**src/rtl/alu_arbiter.sv**
```systemverilog
// Round-robin arbiter sharing one 32-bit ALU between two valid/ready requesters.
// Optional grant statistics are enabled by defining ALU_ARB_STATS_EN.

module alu_arbiter_alu #(
  parameter int WIDTH = 32
) (
  input  logic [WIDTH-1:0] a,
  input  logic [WIDTH-1:0] b,
  input  logic [2:0]       alu_control,
  output logic [WIDTH-1:0] result,
  output logic             zero
);

  // Combinational ALU; unused control codes yield zero
  always_comb begin
    result = {WIDTH{1'b0}};
    case (alu_control)
      3'b000:  result = a + b;
      3'b001:  result = a - b;
      3'b010:  result = a & b;
      3'b011:  result = a | b;
      3'b101:  result = {{(WIDTH-1){1'b0}}, (a < b)};
      default: result = {WIDTH{1'b0}};
    endcase
  end

  assign zero = (result == {WIDTH{1'b0}});

endmodule

module alu_arbiter #(
  parameter int WIDTH = 32,
  parameter int CNT_W = 16
) (
  input  logic             clk,
  input  logic             reset,
  input  logic             ReqValid0,
  output logic             ReqReady0,
  input  logic [WIDTH-1:0] A0,
  input  logic [WIDTH-1:0] B0,
  input  logic [2:0]       Ctrl0,
  input  logic             ReqValid1,
  output logic             ReqReady1,
  input  logic [WIDTH-1:0] A1,
  input  logic [WIDTH-1:0] B1,
  input  logic [2:0]       Ctrl1,
  output logic             RespValid,
  input  logic             RespReady,
  output logic [WIDTH-1:0] RespResult,
  output logic             RespZero,
  output logic             RespId,
  output logic [CNT_W-1:0] GrantCnt0,
  output logic [CNT_W-1:0] GrantCnt1
);

  typedef enum logic [1:0] {
    IDLE = 2'd0,
    EXEC = 2'd1,
    RESP = 2'd2
  } state_t;

  state_t           state_r;
  state_t           state_next_s;
  logic             grant0_s;
  logic             grant1_s;
  logic             last_r;
  logic [WIDTH-1:0] op_a_r;
  logic [WIDTH-1:0] op_b_r;
  logic [2:0]       op_ctrl_r;
  logic             op_id_r;
  logic [WIDTH-1:0] alu_result_s;
  logic             alu_zero_s;

  alu_arbiter_alu #(.WIDTH(WIDTH)) u_alu (
    .a           (op_a_r),
    .b           (op_b_r),
    .alu_control (op_ctrl_r),
    .result      (alu_result_s),
    .zero        (alu_zero_s)
  );

  // State register
  always_ff @(posedge clk or posedge reset) begin
    if (reset) state_r <= IDLE;
    else       state_r <= state_next_s;
  end

  // Next-state and grant selection; on contention the requester not granted last wins
  always_comb begin
    state_next_s = state_r;
    grant0_s     = 1'b0;
    grant1_s     = 1'b0;
    case (state_r)
      IDLE: begin
        if (ReqValid0 && ReqValid1) begin
          grant0_s = last_r;
          grant1_s = ~last_r;
        end else begin
          grant0_s = ReqValid0;
          grant1_s = ReqValid1;
        end
        if (ReqValid0 || ReqValid1) state_next_s = EXEC;
        else                        state_next_s = IDLE;
      end
      EXEC: state_next_s = RESP;
      RESP: begin
        if (RespReady) state_next_s = IDLE;
        else           state_next_s = RESP;
      end
      default: state_next_s = IDLE;
    endcase
  end

  assign ReqReady0 = grant0_s;
  assign ReqReady1 = grant1_s;

  // Operand capture, round-robin pointer and response slot
  always_ff @(posedge clk or posedge reset) begin
    if (reset) begin
      op_a_r     <= {WIDTH{1'b0}};
      op_b_r     <= {WIDTH{1'b0}};
      op_ctrl_r  <= 3'b000;
      op_id_r    <= 1'b0;
      last_r     <= 1'b1;
      RespValid  <= 1'b0;
      RespResult <= {WIDTH{1'b0}};
      RespZero   <= 1'b0;
      RespId     <= 1'b0;
    end else begin
      case (state_r)
        IDLE: begin
          if (grant0_s || grant1_s) begin
            op_a_r    <= grant1_s ? A1 : A0;
            op_b_r    <= grant1_s ? B1 : B0;
            op_ctrl_r <= grant1_s ? Ctrl1 : Ctrl0;
            op_id_r   <= grant1_s;
            last_r    <= grant1_s;
          end
        end
        EXEC: begin
          RespResult <= alu_result_s;
          RespZero   <= alu_zero_s;
          RespId     <= op_id_r;
          RespValid  <= 1'b1;
        end
        RESP: begin
          if (RespReady) RespValid <= 1'b0;
        end
        default: RespValid <= 1'b0;
      endcase
    end
  end

`ifdef ALU_ARB_STATS_EN
  logic [CNT_W-1:0] cnt0_r;
  logic [CNT_W-1:0] cnt1_r;

  // Saturating per-requester grant counters
  always_ff @(posedge clk or posedge reset) begin
    if (reset) begin
      cnt0_r <= {CNT_W{1'b0}};
      cnt1_r <= {CNT_W{1'b0}};
    end else begin
      if (grant0_s && (cnt0_r != {CNT_W{1'b1}})) cnt0_r <= cnt0_r + {{(CNT_W-1){1'b0}}, 1'b1};
      if (grant1_s && (cnt1_r != {CNT_W{1'b1}})) cnt1_r <= cnt1_r + {{(CNT_W-1){1'b0}}, 1'b1};
    end
  end

  assign GrantCnt0 = cnt0_r;
  assign GrantCnt1 = cnt1_r;
`else
  assign GrantCnt0 = {CNT_W{1'b0}};
  assign GrantCnt1 = {CNT_W{1'b0}};
`endif

endmodule

```
**config.mk**
```make
export PLATFORM = sky130hd
export DESIGN_NAME = alu_arbiter
export DESIGN_NICKNAME = d
export VERILOG_FILES = /design/src/rtl/alu_arbiter.sv
export SDC_FILE = /design/constraint.sdc
export NUM_CORES = 1
export LEC_CHECK = 0
export BUFFER_PORTS_ARGS = -buffer_cell sky130_fd_sc_hd__clkbuf_2
export CORE_MARGIN = 8
export CORE_UTILIZATION = 48
export CTS_CLUSTER_SIZE = 30
export DETAILED_ROUTE_END_ITERATION = 10
export PLACE_DENSITY = 0.78
export SLEW_MARGIN = 15
export SYNTH_ARGS = -nofsm -noshare
export SYNTH_HDL_FRONTEND = slang
export SYNTH_SLANG_ARGS = --single-unit
```
**constraint.sdc**
```tcl
create_clock -name clk -period 3.18 [get_ports clk]
set_input_delay 0.636 -clock clk [delete_from_list [all_inputs] [get_ports clk]]
set_output_delay 0.636 -clock clk [all_outputs]
set_load 0.1 [all_outputs]
```
; Yosys cells after proc, flatten, opt, wreduce, memory -nomap -nowiden
; Index checks and enable logic that the tools add are counted.
[op_classes]
add_sub_neg = 2
n_lt_le_gt_ge = 1
n_eq_ne = 7
n_mux = 13
n_bitwise = 4
n_reduce_logical = 8
[op_table]
columns = operator, count
row1 = case mux 32 bit (5 select lines), 1
row2 = two-way mux 32 bit, 2
row3 = adder 32 bit, 1
row4 = bitwise AND 32 bit, 1
row5 = zero test 32 bit, 1
row6 = less-than comparator 32 bit, 1
row7 = OR 32 bit, 1
row8 = subtractor 32 bit, 1
row9 = "equality test 3 x 2 -> 1 bit, second input constant", 2
row10 = two-way mux 1 bit, 6
row11 = case mux 2 bit (3 select lines), 1
row12 = AND reduction 2 bit, 2
row13 = "equality test 3 x 1 -> 1 bit, second input constant", 1
row14 = "equality test 3 bit, second input constant", 1
row15 = zero test 3 bit, 1
row16 = two-way mux 3 bit, 1
row17 = case mux 1 bit (3 select lines), 1
row18 = "equality test 2 x 1 -> 1 bit, second input constant", 1
row19 = "equality test 2 bit, second input constant", 1
row20 = zero test 2 bit, 1
row21 = logical OR 1 bit, 2
row22 = two-way mux 2 bit, 1
row23 = "!= test 2 bit, second input constant", 1
row24 = inverter 1 bit, 2
row25 = logical AND 1 bit, 1
[word_totals]
reg_bits = 106
in_bits = 139
out_inout_bits = 69
word_cells = 45

; Logic depth before layout (Yosys ltp)
; Gate-level depths: netlist (run 1).
[logic_depth]
word_depth = 5
depth_mapped = 14

; Cells and area by module
; Synthesis (run 1) repeated with hierarchy kept, for this count alone.
[unflattened]
cells_unflattened = 1249
area_unflattened_um2 = 10985.5
[by_module_without_submodules]
columns = mod, instances, cells_each, area_each_um2, seq_area_each_um2
row1 = alu_arbiter, 1, 448, 5629.1, 2653.8
row2 = alu_arbiter_alu, 1, 801, 5356.4, 0.0

; Least setup slack after synthesis (run 1)
; Ideal clock, no wire load.
[synth_path]
path_kind = input to output
startpoint = in ReqValid0
endpoint = out ReqReady0
arrival_ns = 5.371
required_ns = 2.544
path_slack_ns = -2.827
stages = 2
n_path_buf = 0
path_cell_list = inv_1 a2111oi_0
[synth_between]
elab_chain_len = 3
[synth_lines]
columns = element, line_no
row1 = start: declaration, 37  ; input logic ReqValid0,
row2 = logical AND 1 bit, 95  ; if (ReqValid0 && ReqValid1) begin
row3 = two-way mux 1 bit *, 95
row4 = two-way mux 1 bit *, 93  ; case (state_r)
row5 = end: declaration, 38  ; output logic ReqReady0,
; Every way passes the cells marked *; elsewhere a longest branch is shown, timed or not.

; Final worst setup path (run 1)
[layout_path]
startpoint = reg op_a_r[10]
endpoint = reg RespZero
[layout_between]
elab_chain_len = 3
[layout_lines]
columns = element, line_no
row1 = start: declaration, 67  ; logic [WIDTH-1:0] op_a_r;
row2 = start signal: assignment, 120  ; op_a_r <= {WIDTH{1'b0}};
row3 = start signal: assignment, 133  ; op_a_r <= grant1_s ? A1 : A0;
row4 = "subtractor 32 bit, or another cell as far along", 19  ; 3'b001: result = a - b;
row5 = case mux 32 bit (5 select lines) *, 17  ; case (alu_control)
row6 = zero test 32 bit *, 27  ; assign zero = (result == {WIDTH{1'b0}});
row7 = end signal: assignment, 142  ; RespZero <= alu_zero_s;
row8 = end: declaration, 50  ; output logic RespZero,
; Marked as above.
; A chain may end at the register's enable or synchronous reset.

==> results of run 1 <==
## metrics by stage
| stage | cells | setup slack, ps | hold WS [ps] | TNS [ps] | area, um^2 |
|---|---|---|---|---|---|
| after floorplan | 1392 | -89.4 | 502 | -89.4 | 10300 |
| after global placement | 1995 | -219 | 462 | -312 | 13000 |
| after detailed placement | 1995 | -360 | 470 | -636 | 13000 |
| after CTS | 2013 | -260 | 399 | -303 | 13300 |
| after global routing | 2025 | -425 | 437 | -754 | 13800 |
| final | 2025 | -324 | 376 | -382 | 13800 |
## worst max-delay path: cells and delay by family (launching register included)
kind	cells	cell delay [ps]
AO/OA/AOI/OAI	8	1900
AND/OR/NAND/NOR	2	590
flip-flops	1	380
adder cells (fa/ha/maj)	1	280
buffers and inverters	2	230
## cell families (layout without fill, tap and decap cells)
logic type / Yosys count / after routing
flops: 106 / 106
compound gates: 395 / 395
simple gates: 505 / 505
fa+ha+maj: 102 / 102
mux: 21 / 21
other cells: 1 / 32
xor+xnor: 12 / 12
buf+inv: 219 / 577
## flip-flops by register name, indices dropped and copies added, names as in the netlist
register / cells
op_id_r: 1
RespZero: 1
state_r: 2
op_b_r: 32
op_a_r: 32
RespResult: 32
RespId: 1
RespValid: 1
last_r: 1
op_ctrl_r: 3
## metal layers
metal | track usage (%) | wire (um) | vias up
met5 | 0 | 0 | -
met2 | 42.2 | 16600 | 631
met4 | 8.08 | 996 | 0
met1 | 40.7 | 17400 | 5411
li1 | - | - | 5465
met3 | 7.71 | 4180 | 74
## layout by cell type, fill, tap and decap left out, types with 8 or more instances in the layout
cell       instances
a211oi_1          17
a21o_1            16
a21oi_1           75
a31oi_1           76
buf_4            278
clkbuf_16          9
clkbuf_2         174
conb_1            32
dfrtp_1          103
ha_1              86
ha_4               9
inv_1             90
inv_2             12
mux2_2            11
mux2i_1            9
nand2_1          223
nand3_1           17
nor2_1           141
nor2b_1           15
nor3_1            30
o211ai_1          13
o21ai_0           71
o31ai_1            8
## final cells by class
class / count / area share (%)
flip-flops and latches: 106 / 19.2
clock inverters: 5 / 0.326
inverters: 104 / 2.85
well taps: 275 / 2.49
clock buffers: 11 / 1.76
repair buffers: 457 / 22.1
multi-input cells: 1067 / 51.2
## worst min path at each step
| stage | startpoint | slack (ps) | cells past startpoint | end |
|---|---|---|---|---|
| final | reset | 380 | 2 | op_ctrl_r[0] |
| after global routing | reset | 440 | 2 | op_a_r[2] |
| after CTS | reset | 400 | 2 | op_a_r[2] |
| after detailed placement | RespResult[7] | 470 | 2 | RespResult[7] |
| after global placement | RespResult[16] | 460 | 2 | RespResult[16] |
| after floorplan | op_id_r | 500 | 2 | RespId |
## repair_timing
item | CTS | global route
resized for setup | 17 | 82
endpoints found under the setup margin | 4 | 17
endpoints found under the hold margin | 0 | 0
buffers inserted | 2 | 12
pin swaps | 9 | 31
==> results by group, run 1 <==
Worst setup path
  • Crit-path cells: inv_2 > ha_4 > buf_4 > a21oi_1 > a32o_1 > or3_4 > o211ai_2 > a21oi_2 > a2111o_1 > o31a_2 > a2111oi_4 > nand4_1 > o41ai_2
  • Reg-to-Reg Start: op_a_r[10]
  • R2R Setup Slk: -320 ps
  • Slowest stage delay, CP: 410 ps
  • R2R Path End: RespZero
  • Slowest CP cell: or3_4
  • Reg2Reg Depth: 13
  • Kind of critical path: reg -> reg
  • Setup crit start: op_a_r[10]
  • Top fanout value on the critical path: 6
  • Nature of the critical path startpoint: flip-flop
  • Critical path arrival: ~3800 ps
  • Worst Setup EP: RespZero
  • Crit. End Element: flip-flop
  • WP data required: between 3000 and 4000 ps

Run
  • Max Cap Violations: 0

Timing
  • Max Slew Vio Count: 0
  • Final clock skew: 13.8 ps
  • Worst-Margin Slew: 818 ps
  • Post-route minimum period: approximately 3500 ps
  • Final Hold Violating Endpoints: 0
  • RSZ-0062 raised after global routing: true
  • Setup violations, final: 2
  • Post-route worst setup slack: -324 ps
  • Final period util: 110%
  • Fmax: between 200 and 300 MHz
  • Rel. slew slack: a little under half

Clock network
  • H-tree depth: 3
  • CTS tree: yes
  • CTS Buf Count: 9
  • Clock Tree Root: clkbuf_16
  • Clk sinks: approximately 110
  • Clock tree buffer depth: 2
  • Clock Latency Late Sink: around 370 ps
  • Hold_buf cts: 0
  • Clk pin slew, worst setup/hold paths: around 80 ps

Routing
  • Iter 0 DRT Violations: between 1000 and 1500
  • Routed WL: approximately 40000 um
  • Drt pass-1 iters: 5
  • Vias per Instance: between 5 and 6
  • Post-DRT Antenna Nets: 0
  • WL per Instance: ~19 um
  • Via Count: 11600
  • Residual DRC: 0

Global route
  • Vias in the first global route: between 10000 and 15000
  • First-pass GRT wire length: 59900 um
  • Gr usage total: between 20% and 30%
  • Initial antenna violation count: 0
  • Largest net degree at the start of global routing: 79
  • Total grt overflow: 0

Logic synthesis
  • Synth cell types: 87
  • YS warnings: 0
  • Synthesized area per cell: roughly 7.5 um^2
  • Combinational family with the most area after synthesis: compound AO/OA/AOI/OAI gates
  • Asr flop ratio synth: 100%
  • Post-synthesis sequential area ratio: about a quarter
  • Count leader, synth: nand2_1
  • Compound-Gate Fraction of Synth Area: approximately a quarter
  • Post-synthesis adder-cell area fraction: between 10% and 20%
  • Top FF cell, synth: dfrtp_1
  • Synth Area in Simple Gates: 22.1%
  • Post-synth top cells: nand2_1 (223), nor2_1 (142), dfrtp_1 (105)
  • Cell Area, Synth: 10100 um^2
  • Top-area cell type share of the netlist area: 25.9%
  • XOR/XNOR share of the synthesized area: ~1.0%
  • Synth area leader: dfrtp_1
  • Synth Instances: approximately 1400
  • Synthesized flop and latch total: ~110
  • Ranking of synthesized cells by area: dfrtp_1 (26%), ha_1 (12%), nand2_1 (8.3%), nor2_1 (5.3%), a31oi_1 (4.9%)
  • Mux contribution to synthesized area: between 2 and 2.5%
  • Number of synthesized flops with an enable pin: 0

Floorplanning
  • Die area: about 26000 um^2
  • Floorplan row count: between 50 and 60
  • Initial core utilization: about half
  • Die H: approximately 160 um
  • Core area: 20900 um^2
  • Die width: ~160 um
  • I/O Pins: around 210

Finish
  • Fillcell total: approximately 1800
  • Util after Layout: roughly two thirds
  • Register area: ~2700 um^2
  • Ant diodes: 0
  • Multi-input gate area: 7080 um^2
  • Final #Nets: roughly 2000
  • Layout area overhead: 36.3%
  • Layout cell share with drive strength beyond 1: approximately a third

Worst hold path
  • HP Class: in -> async

Outcome
  • Failing checks: setup timing
  • Status: complete, but fails checks

Placement
  • Placer Congestion: 1.02
  • I/O Buffers: approximately 180
  • HPWL after DPL: 32000 um
Power of run 1 is left out: the tool's default activity adds up to more than one toggle a clock period on the data nets, which glitch-free logic cannot reach.
==> run 2: changes to the inputs <==
--- a/config.mk
+++ b/config.mk
@@ -5,12 +5,13 @@
 export SDC_FILE = /design/constraint.sdc
 export NUM_CORES = 1
 export LEC_CHECK = 0
+export ABC_AREA = 1
 export BUFFER_PORTS_ARGS = -buffer_cell sky130_fd_sc_hd__clkbuf_2
 export CORE_MARGIN = 8
 export CORE_UTILIZATION = 48
 export CTS_CLUSTER_SIZE = 30
 export DETAILED_ROUTE_END_ITERATION = 10
-export PLACE_DENSITY = 0.78
+export PLACE_DENSITY = 0.77
 export SLEW_MARGIN = 15
 export SYNTH_ARGS = -nofsm -noshare
 export SYNTH_HDL_FRONTEND = slang
==> run 2 against run 1 <==
Against the previous run: the flow now finishes without violations; hold slack improved by 24 ps; sequential share of layout area grew 2.3 points; clock skew is essentially flat; maximum frequency is 21% higher; via count grew 0.16%; worst setup slack gained 600 ps; global-route usage is 1.3 points lower; design area decreased by 11%; critical path type unchanged; critical endpoint unchanged.
==> results by group, run 2 <==
Finish
  • Post-route cell area: 12300 um^2
  • Commonest cells after routing, fill and taps aside: nand2_1 (470), inv_1 (291), nor2_1 (190)
  • Post-Layout Cell Count: around 2200
  • Commonest non-fill, non-tap cell in the layout: nand2_1
  • Final #Nets: between 2000 and 2500
  • Fillcell total: approximately 2400
  • Leading registers by flop count: RespResult x32, op_a_r x32, op_b_r x32
  • Ant diodes: 0
  • Layout cell share with drive strength beyond 1: approximately 15%
  • Layout area overhead: 10.8%

Clock network
  • Hold_buf cts: 0
  • CTS Buf Count: 9
  • Clock tree buffer depth: 2
  • CTS tree: yes
  • Clock Tree Root: clkbuf_16
  • Clk sinks: 106
  • Clock Latency Late Sink: about 370 ps
  • Clk pin slew, worst setup/hold paths: around 80 ps
  • H-tree depth: 3

Logic synthesis
  • YS warnings: 0
  • Synth area leader: dfrtp_1
  • Synth cell types: 43
  • Cell Area, Synth: roughly 11000 um^2
  • Synthesized flop and latch total: ~110
  • Asr flop ratio synth: 100%
  • Top-area cell type share of the netlist area: between 20% and 30%
  • Post-synth top cells: nand2_1 (470), inv_1 (292), nor2_1 (191)
  • Synthesized area per cell: around 6.2 um^2
  • Count leader, synth: nand2_1
  • Ranking of synthesized cells by area: dfrtp_1 (24%), nand2_1 (16%), ha_1 (11%), inv_1 (9.8%), nor2_1 (6.4%)
  • Post-synthesis sequential area ratio: about a quarter
  • Number of synthesized flops with an enable pin: 0
  • Top FF cell, synth: dfrtp_1
  • Synth Instances: 1790

Floorplanning
  • Die width: 168 um
  • Core area: around 23000 um^2
  • Die H: 168 um
  • Floorplan row count: 55
  • Initial core utilization: about 49%
  • I/O Pins: ~210
  • Die area: 28400 um^2

Routing
  • Iter 0 DRT Violations: just over 1000
  • WL per Instance: about 18 um
  • Post-DRT Antenna Nets: 0
  • Vias per Instance: ~5.2
  • Residual DRC: 0
  • Routed WL: slightly below 40000 um
  • Drt pass-1 iters: 7
  • Via Count: 11600

Worst hold path
  • HP Class: in -> async

Placement
  • Placer Congestion: 0.949
  • Post-Place Cell Area: 12000 um^2
  • HPWL after DPL: around 33000 um
  • I/O Buffers: about 180
  • Post-Place Cells: roughly 2200

Timing
  • Final Hold Violating Endpoints: 0
  • Setup violations, final: 0
  • Max Slew Vio Count: 0
  • Fmax: 344 MHz
  • RSZ-0062 raised after global routing: false
  • Post-route minimum period: 2910 ps
  • Rel. slew slack: 50.9%
  • Final clock skew: about 14 ps
  • Worst-Margin Slew: roughly 740 ps
  • Final period util: 91.4%
  • Setup tns final: 0 ps

Worst setup path
  • Critical Path Most Common Cell: nand2_1
  • Top fanout value on the critical path: 9
  • CP bufs+invs: 1
  • Setup crit start: op_a_r[6]
  • Kind of critical path: reg -> reg
  • Reg-to-Reg Start: op_a_r[6]
  • Slowest stage delay, CP: ~540 ps
  • WP data required: around 3500 ps
  • Crit-path cells: inv_1 > ha_1 > nand2_2 > nor2_1 > nand3_1 > nand2_1 > nand2_1 > nand3_1 > nand2_1 > nor2_1 > nand3_1 > nor2_1 > nand2_1 > nor2_1 > nand2_1 > nor2_1 > nand3_1 > nand2_1
  • Nature of the critical path startpoint: flip-flop
  • Critical path arrival: 3200 ps
  • Delay-heaviest family, CP: simple AND/OR/NAND/NOR gates
  • Slowest CP cell: ha_1
  • Crit. End Element: flip-flop

Global route
  • Largest net degree at the start of global routing: 107
  • Gr usage total: 27.4%
  • Total grt overflow: 0
  • Initial antenna violation count: 0
  • Vias in the first global route: about 11000
  • First-pass GRT wire length: between 60000 and 70000 um

Run
  • Max Cap Violations: 0

Outcome
  • Status: finished, final reports clean
==> run 2: changes by cell type after synthesis, sizes merged, moves of 39 or more <==
cell	change
a31oi	-77
a21oi	+39
nand2	+267
nand3	+114
inv	+202
nor2	+74
o22ai	+84
==> run 2: cell families (layout without fill, tap and decap cells) <==
| group | count (synthesis) | in the layout | share of synthesized area (%) |
|---|---|---|---|
| fa+ha+maj | 102 | 102 | 11.6 |
| other cells | 1 | 32 | 0.0336 |
| compound gates | 276 | 276 | 13.8 |
| flops | 106 | 106 | 23.8 |
| xor+xnor | 1 | 1 | 0.0786 |
| buf+inv | 412 | 517 | 16.4 |
| simple gates | 892 | 892 | 34.3 |
==> run 2: timing repair <==
item	4_1_cts	5_1_grt
endpoints found under the setup margin	0	1
buffers inserted	0	0
hold endpoints to repair	0	0
resized for setup	0	3
==> run 2: final cells by class <==
type / instances / area, um^2 / share of cell area, %
clock buffer: 10 / 229 / 1.85
clock inverter: 6 / 78.8 / 0.639
inverter: 307 / 1160 / 9.39
multi-input combinational: 1303 / 6810 / 55.2
sequential: 106 / 2650 / 21.5
tap: 285 / 357 / 2.89
timing repair buffer: 194 / 1060 / 8.57
==> run 2: final timing paths <==
check / endpoint / slack (ps) / depth (start not counted)
min: op_ctrl_r[0] / 400 / 3
min reg2reg: RespResult[29] / 480 / 2
min in group clk: state_r[1] / 480 / 2
max: RespZero / 270 / 18
max reg2reg: RespZero / 270 / 18
max in group asynchronous: RespResult[21] / 2340 / 3
==> run 2: through the flow <==
| stage | setup slack [ps] | util, % | hold WS, ps |
|---|---|---|---|
| after floorplan | 548 | - | 483 |
| after global placement | 247 | 53.0 | 463 |
| after detailed placement | 268 | 53.0 | 466 |
| after CTS | 229 | 54.3 | 440 |
| after global routing | 18.5 | 54.4 | 461 |
| final | 274 | 54.4 | 400 |
==> run 2: worst register-to-register path: cells and delay by family, from the launching register on <==
kind / cells / cell delay, ps
simple gates: 16 / 1860
fa+ha+maj: 1 / 540
flops: 1 / 380
buf+inv: 1 / 70
==> run 2: routing by layer <==
layer / vias to the layer above / share of wire [%] / wire [um] / global-route usage [%]
li1: 5834 / - / - / -
met1: 5222 / 48 / 18700 / 40.5
met2: 512 / 40 / 15700 / 39.2
met3: 32 / 10 / 4110 / 6.38
met4: 0 / 1.7 / 668 / 6.91
met5: - / 0 / 0 / 0
Power of run 2 is left out for the same reason.
==> run 3: changes to the inputs <==
--- a/config.mk
+++ b/config.mk
@@ -12,6 +12,7 @@
 export CTS_CLUSTER_SIZE = 30
 export DETAILED_ROUTE_END_ITERATION = 10
 export PLACE_DENSITY = 0.77
+export RECOVER_POWER = 25
 export SLEW_MARGIN = 15
 export SYNTH_ARGS = -nofsm -noshare
 export SYNTH_HDL_FRONTEND = slang
==> run 3 against run 2 <==
Against the previous run: largest cell class unchanged; via count decreased by 0.27%; count of clock-buffer cells in the layout stayed put; critical path type unchanged; the flow now finishes with violations (capacitance limit, slew limit); critical endpoint unchanged; design area is 0.13% lower; routed wire length barely moved; global-route usage is the same; die area unchanged; hold slack gained 75 ps.
==> results by group, run 3 (synthesis results as in run 2) <==
Clock network
  • H-tree depth: 3
  • Postcts setup bufs: 0
  • Clk pin slew, worst setup/hold paths: 80 ps
  • Hold_buf cts: 0
  • Clock Tree Root: clkbuf_16
  • CTS Buf Count: 9
  • CTS tree: yes
  • Clock Latency Late Sink: about 370 ps
  • Clk sinks: 106
  • Post-CTS resize count: 0
  • Clock tree buffer depth: 2

Finish
  • Util after Layout: a little over half
  • Ant diodes: 0
  • Fillcell total: 2378
  • Leading registers by flop count: RespResult x32, op_a_r x32, op_b_r x32
  • Layout cell share with drive strength beyond 1: 15.3%
  • Commonest non-fill, non-tap cell in the layout: nand2_1
  • Final #Nets: 2162
  • Post-Layout Cell Count: ~2200
  • Commonest cells after routing, fill and taps aside: nand2_1 (470), inv_1 (291), nor2_1 (190)
  • Layout area overhead: 10.6%

Routing
  • Vias per Instance: between 5 and 6
  • Iter 0 DRT Violations: ~1000
  • WL per Instance: between 15 and 20 um
  • Residual DRC: 0
  • Routed WL: between 30000 and 40000 um
  • Drt pass-1 iters: 8
  • Via Count: between 10000 and 15000
  • Post-DRT Antenna Nets: 0

Floorplanning
  • Floorplan row count: 55
  • Initial core utilization: 49.1%
  • Die H: 168 um
  • Die area: 28400 um^2
  • Core area: approximately 23000 um^2
  • Die width: roughly 170 um
  • I/O Pins: ~210

Global route
  • Total grt overflow: 0
  • First-pass GRT wire length: between 60000 and 70000 um
  • Gr usage total: between 20% and 30%
  • Largest net degree at the start of global routing: around 110
  • Initial antenna violation count: 0
  • Vias in the first global route: 11000

Timing
  • Max Slew Vio Count: 107
  • RSZ-0062 raised after global routing: false
  • Final clock skew: 14.1 ps
  • Setup violations, final: 0
  • Fmax: approximately 340 MHz
  • Rel. slew slack: -56.2%
  • Final period util: roughly nine tenths
  • Worst-Margin Slew: 2340 ps
  • Setup tns final: 0 ps
  • Final Hold Violating Endpoints: 0
  • Post-route minimum period: roughly 2900 ps

Placement
  • I/O Buffers: between 150 and 200
  • Post-Place Cells: approximately 2200
  • HPWL after DPL: about 33000 um
  • Placer Congestion: roughly 0.95

Outcome
  • Failing checks: capacitance limit, slew limit
  • Status: complete, but fails checks

Worst setup path
  • Nature of the critical path startpoint: flip-flop
  • Critical path arrival: 3210 ps
  • Top fanout value on the critical path: 9
  • Crit. End Element: flip-flop
  • Kind of critical path: reg -> reg
  • WP data required: 3480 ps

Run
  • Max Cap Violations: 1

Worst hold path
  • HP Class: in -> reg
==> run 3: cell types whose count changed in the layout (fill, tap and decap cells not counted) <==
cell,previous run,this run
clkbuf_2,174,173
buf_12,3,2
buf_2,0,1
clkbuf_1,1,2
==> run 3: final timing paths <==
path | start | to | slack (ps) | depth (start not counted)
setup reg to reg | op_a_r[6] | RespZero | 260 | 18
hold reg to reg | RespResult[29] | RespResult[29] | 480 | 2
min in group asynchronous | reset | op_ctrl_r[0] | 1140 | 3
max in group asynchronous | reset | RespResult[21] | 640 | 3
setup / recovery | op_a_r[6] | RespZero | 260 | 18
hold / removal | RespReady | state_r[1] | 480 | 2
==> run 3: per-stage QoR <==
| step | cell area (um^2) | hold WS, ps | setup WS [ps] |
|---|---|---|---|
| 2_1_floorplan | 11300 | 483 | 548 |
| 3_3_place_gp | 12000 | 463 | 247 |
| 3_5_place_dp | 12000 | 466 | 268 |
| 4_1_cts | 12300 | 440 | 229 |
| 5_1_grt | 12300 | 500 | 18.5 |
| 6_report | 12300 | 476 | 264 |
==> run 3: critical path, stage by stage, from the launching register on <==
cell     delay, ps
dfrtp_1        380
inv_1           70
ha_1           540
nand2_2        130
nor2_1         170
nand3_1        200
nand2_1        220
nand2_1         70
nand3_1         70
nand2_1         60
nor2_1         230
nand3_1        110
nor2_1         110
nand2_1         60
nor2_1         100
nand2_1         80
nor2_1         110
nand3_1         80
nand2_1         60
==> run 3: metal layers <==
metal	vias up	GRT usage (%)	share of wire, %
met5	-	0	0
met4	0	6.91	1.7
met3	32	6.38	10
met2	505	39.2	40
met1	5199	40.5	48
li1	5833	-	-
==> run 3: final cells by class <==
cell class,count,area (um^2),area share [%]
clock buffers,10,229,1.86
clock inverters,6,78.8,0.639
inverters,307,1160,9.40
multi-input cells,1303,6810,55.2
flip-flops and latches,106,2650,21.5
well taps,285,357,2.89
repair buffers,194,1040,8.45
Power of run 3 is left out for the same reason.
